### src/rtl/west_skew_feeder.sv
// west_skew_feeder
//   Feeds one activation per row into the west edge of a PE grid, skewing
//   row r by r+1 cycles so the wavefront lines up diagonally across the
//   array. A small FSM tracks a tile from its first beat through the drain
//   of the skew pipeline and pulses o_done once the last slice has left.
//
// Ports
//   i_clk        clock, all state on rising edge
//   i_rst_n      asynchronous active-low reset
//   i_valid      input beat valid
//   i_data       ROWS x DATA_W activations, row 0 in the most significant slice
//   i_last       final beat of the tile (sampled on accepted beats only)
//   o_ready      feeder can accept a beat this cycle
//   o_west_data  ROWS x {row_valid, activation}, row 0 in the most significant slice
//   o_busy       tile in progress (streaming or draining)
//   o_done       one-cycle pulse after the tile has fully left the feeder
module west_skew_feeder #(
  parameter int ROWS   = 9,
  parameter int DATA_W = 8
) (
  input  logic                       i_clk,
  input  logic                       i_rst_n,
  input  logic                       i_valid,
  input  logic [ROWS*DATA_W-1:0]     i_data,
  input  logic                       i_last,
  output logic                       o_ready,
  output logic [ROWS*(DATA_W+1)-1:0] o_west_data,
  output logic                       o_busy,
  output logic                       o_done
);

  localparam int CNT_W = $clog2(ROWS) + 1;
  localparam int SL_W  = DATA_W + 1;

  typedef enum logic [1:0] {IDLE, STREAM, DRAIN, DONE} state_t;

  state_t           state;
  logic [CNT_W-1:0] drain_cnt;
  logic             acc_p0;

  assign acc_p0 = i_valid & o_ready;

  // Stage p0 -> p(r+1): per-row skew shift registers. They advance every
  // cycle; a cycle without an accepted beat pushes a zero bubble so later
  // beats keep their diagonal alignment.
  for (genvar r = 0; r < ROWS; r++) begin : g_row
    logic [SL_W-1:0] in_p0;
    logic [(r+1)*SL_W-1:0] sr_p1;

    assign in_p0 = acc_p0 ? {1'b1, i_data[(ROWS-r)*DATA_W-1 -: DATA_W]} : '0;

    if (r == 0) begin : g_d1
      always_ff @(posedge i_clk or negedge i_rst_n) begin
        if (!i_rst_n) begin
          sr_p1 <= '0;
        end else begin
          sr_p1 <= in_p0;
        end
      end
    end else begin : g_dn
      always_ff @(posedge i_clk or negedge i_rst_n) begin
        if (!i_rst_n) begin
          sr_p1 <= '0;
        end else begin
          sr_p1 <= {sr_p1[r*SL_W-1:0], in_p0};
        end
      end
    end

    // Oldest entry sits at the top of the packed shift register.
    assign o_west_data[(ROWS-r)*SL_W-1 -: SL_W] = sr_p1[(r+1)*SL_W-1 -: SL_W];
  end

  // Tile control. Outputs are registered alongside the state so they change
  // on the same edge as the state they describe.
  always_ff @(posedge i_clk or negedge i_rst_n) begin
    if (!i_rst_n) begin
      state     <= IDLE;
      drain_cnt <= '0;
      o_ready   <= 1'b1;
      o_busy    <= 1'b0;
      o_done    <= 1'b0;
    end else begin
      o_done <= 1'b0;
      case (state)
        IDLE, STREAM: begin
          if (acc_p0) begin
            o_busy <= 1'b1;
            if (i_last) begin
              // The last beat still needs ROWS cycles to clear the deepest row.
              state     <= DRAIN;
              drain_cnt <= CNT_W'(ROWS - 1);
              o_ready   <= 1'b0;
            end else begin
              state <= STREAM;
            end
          end
        end
        DRAIN: begin
          if (drain_cnt == '0) begin
            state  <= DONE;
            o_busy <= 1'b0;
            o_done <= 1'b1;
          end else begin
            drain_cnt <= drain_cnt - CNT_W'(1);
          end
        end
        DONE: begin
          state   <= IDLE;
          o_ready <= 1'b1;
        end
        default: begin
          state   <= IDLE;
          o_ready <= 1'b1;
          o_busy  <= 1'b0;
        end
      endcase
    end
  end

endmodule

### config.mk
export PLATFORM = sky130hd
export DESIGN_NAME = west_skew_feeder
export DESIGN_NICKNAME = d
export VERILOG_FILES = /design/src/rtl/west_skew_feeder.sv
export SDC_FILE = /design/constraint.sdc
export NUM_CORES = 1
export LEC_CHECK = 0
export CAP_MARGIN = 20
export CORE_MARGIN = 2
export CORE_UTILIZATION = 31
export DETAILED_ROUTE_END_ITERATION = 8
export PLACE_DENSITY = 0.62
export SETUP_SLACK_MARGIN = 0.4
export SLEW_MARGIN = 0
export SYNTH_ARGS = -nofsm -noshare
export SYNTH_HDL_FRONTEND = slang
export SYNTH_SLANG_ARGS = --single-unit
### constraint.sdc
create_clock -name i_clk -period 2.6 [get_ports i_clk]
set_clock_uncertainty 0.2 [all_clocks]
set_input_delay 0.52 -clock i_clk [delete_from_list [all_inputs] [get_ports i_clk]]
set_output_delay 0.52 -clock i_clk [all_outputs]
set_load 0.02 [all_outputs]
==> impl_metrics.csv <==
group,metric,value,unit
critical_path,regToRegStartpoint,"drain_cnt[0]$_DFFE_PN0P_",
critical_path,cp-start-kind,"flip-flop",
sta,maxSlewHeadroom,0.551,
critical_path,cp_data_required_time,1.88,ns
die,io_pins,160,
grt,grt_pass1_wl,27300,um
sta,finalHoldViolCount,0,
critical_path,reg2reg_slack,0.63,ns
sta,rsz0062_at_grt,"no",
synthesis,ys_seq_area_frac,0.881,
place,hpwl,9930,um
place,io_buffers,159,
synthesis,ys_ff_latch,379,
die,dieArea,36300,um^2
clock_network,cts_buffers,40,
sta,tightest_slew,0.674,ns
die,num_rows,68,
min_path,min_path_type,"reg -> reg",
critical_path,cp-end-kind,"primary output",
cells_and_area,seqCellArea,9490,um^2
routing,ant_nets,0,
sta,maxSlewViolCount,0,
clock_network,clk_latency,0.53,ns
synthesis,post_synth_num_cell_types,25,
sta,setup_violations,0,
critical_path,cp_max_fo,1,
critical_path,startpoint,"g_row[3].sr_p1[34]$_DFF_PN0_",
die,die_w,190,um
routing,routedWlPerCell,14.3,um
pwr,ir_drop,444,uV
cells_and_area,drive_gt1_frac,0.111,
synthesis,yosysWarnings,0,
synthesis,synth.area.top_cells,"dfrtp_1 88%, buf_4 5.2%, and3_1 4.2%",
critical_path,critPathBufInv,1,
critical_path,path_delay_family,"buffers and inverters",
routing,first_iter_violations,226,
routing,drc_errors,0,
place,post-place-ws,0.609,ns
clock_network,cts_tree,"built",
synthesis,syn_area,10800,um^2
synthesis,avgSynthCellArea,18.9,um^2
critical_path,cp_num_cells,1,
sta,max_clock_freq,466,MHz
synthesis,synth_top_area_cell,"dfrtp_1",
synthesis,syn_nets,648,
synthesis,synth_common_cells,"378 x dfrtp_1, 74 x buf_4, 72 x and3_1",
clock_network,clock-sinks,379,
sta,min_period,2.15,ns
synthesis,synth_top_area_share,0.878,
die,die_h,190,um
critical_path,reg2reg_to,"drain_cnt[3]$_DFFE_PN0P_",
critical_path,rr_worst_depth,5,
grt,grt_usage,0.0977,
synthesis,syn_inst,571,
clock_network,clk_pin_slew,0.06,ns
critical_path,path_class,"reg -> out",
cells_and_area,multiInputGateArea,662,um^2
grt,grt_pass1_vias,4913,
clock_network,cts-root-buf,"clkbuf_16",
critical_path,cp_data_arrival_time,1.43,ns
place,gp_congestion,0.721,
synthesis,synth_edf_count,0,
critical_path,slowest_stage,"clkdlybuf4s50_1",
synthesis,async_flop_share,1.00,
critical_path,crit_path_end,"o_west_data[52]",
cells_and_area,final_net_count,770,
critical_path,path_cells,"clkdlybuf4s50_1",
synthesis,synth.most_common_cell,"dfrtp_1",
die,start_util,0.313,
grt,grt-ovfl-total,0,
sta,min_period_over_period,0.826,
sta,setup_tns,0,ns
clock_network,cts_max_level,2,
cells_and_area,fin_area,13800,um^2
routing,drt-vias-per-instance,3.79,
routing,wirelength,16900,um
synthesis,synthFlopType,"dfrtp_1",
job,cap_viol_max_count,0,
place,place_area,12500,um^2
sta,worst_slack,0.452,ns
pwr,power_density,1030,nW/um^2
grt,grt_max_degree,78,
die,core,34400,um^2
cells_and_area,fillCellCount,3117,
routing,drt_first_pass_iters,4,
run_status,outcome,"finished, final reports clean",
clock_network,cts_setup_buffers,0,
clock_network,clockBufferDepth,3,
critical_path,cp_slowest_stage_delay,0.60,ns
cells_and_area,area_growth,27.9,%
grt,antenna_found_initial,2,
pwr,leakage,7.43,nW
routing,vias,4470,
[per-layer routing]
metal  vias up  part of all wire  GRT usage
li1       2013                 -          -
met1      2271              0.40      0.118
met2       138              0.48      0.150
met3        46             0.080     0.0370
met4         2             0.043     0.0558
met5         -           0.00042          0
[area by class of cell]
cell class	count	share of cell area
Timing Repair Buffer	170	0.125
Multi-Input combinational cell	100	0.0481
Clock inverter	21	0.0178
Sequential cell	379	0.689
Clock buffer	50	0.0783
Inverter	2	0.000545
Tap cell	455	0.0413
Antenna cell	3	0.000545
[cells by family (layout without fill, tap and decap cells)]
family	after synthesis	count (layout)	synth area share
AND/OR/NAND/NOR	87	87	0.0512
XOR/XNOR	1	1	0.000813
other	0	3	0
buffers and inverters	92	243	0.0579
AO/OA/AOI/OAI	8	8	0.00546
flip-flops	379	379	0.881
multiplexers	3	3	0.00279
adder cells (fa/ha/maj)	1	1	0.00116
[sequential cells by signal, summed over array words and instances, names as in the netlist]
register	count
g_row.sr_p1	369
drain_cnt	5
state	2
o_busy	1
o_done	1
o_ready	1
[metrics by stage]
step / hold WS (ns) / power, W / instances / util
2_1_floorplan: 0.0244 / 0.00815 / 571 / -
3_3_place_gp: 0.131 / 0.00874 / 1105 / 0.362
3_5_place_dp: 0.135 / 0.00882 / 1105 / 0.362
4_1_cts: 0.137 / 0.0144 / 1177 / 0.399
5_1_grt: 0.150 / 0.0149 / 1177 / 0.400
6_report: 0.141 / 0.0142 / 1180 / 0.401
[what timing repair did]
| action | CTS | global route |
|---|---|---|
| setup endpoints to repair | 58 | 20 |
| hold buffers | 1 | 0 |
| resized for setup | 58 | 20 |
| hold endpoints to repair | 44 | 0 |
[power breakdown]
part           internal, W  switching, W  leakage (nW)
clock network      0.00337       0.00226         0.642
registers          0.00685      0.000307          5.07
logic             0.000570      0.000819          1.71
total               0.0108       0.00338          7.43
[worst min path at each step]
| stage | start | cells past startpoint | end |
|---|---|---|---|
| final | g_row[4].sr_p1[12]$_DFF_PN0_ | 0 | g_row[4].sr_p1[21]$_DFF_PN0_ |
| after floorplan | i_rst_n | 0 | drain_cnt[0]$_DFFE_PN0P_ |
| after CTS | g_row[4].sr_p1[12]$_DFF_PN0_ | 0 | g_row[4].sr_p1[21]$_DFF_PN0_ |
| after global routing | g_row[6].sr_p1[13]$_DFF_PN0_ | 0 | g_row[6].sr_p1[22]$_DFF_PN0_ |
| after global placement | g_row[3].sr_p1[1]$_DFF_PN0_ | 0 | g_row[3].sr_p1[10]$_DFF_PN0_ |
| after detailed placement | g_row[1].sr_p1[4]$_DFF_PN0_ | 0 | g_row[1].sr_p1[13]$_DFF_PN0_ |
[cell usage in the layout, fill, tap and decap left out, drive strengths merged]
master           n
nor2b            1
clkinv          11
and2b            1
a22o             2
nand2            3
nand4b           1
or4b             1
dlygate4sd3      1
o311a            1
clkbuf          50
inv              4
o21ai            3
bufinv           4
dlygate4sd2     58
and3            72
ha               1
o32a             1
xor2             1
dfrtp          378
nand3            1
dfstp            1
diode            3
o22ai            1
nand2b           2
clkdlybuf4s50   79
mux2i            3
clkinvlp         4
and4b            1
buf             12
and2             1
nor3             1
dlymetal6s2s    20
nor2             2
Power figures use the tool's default switching activity.
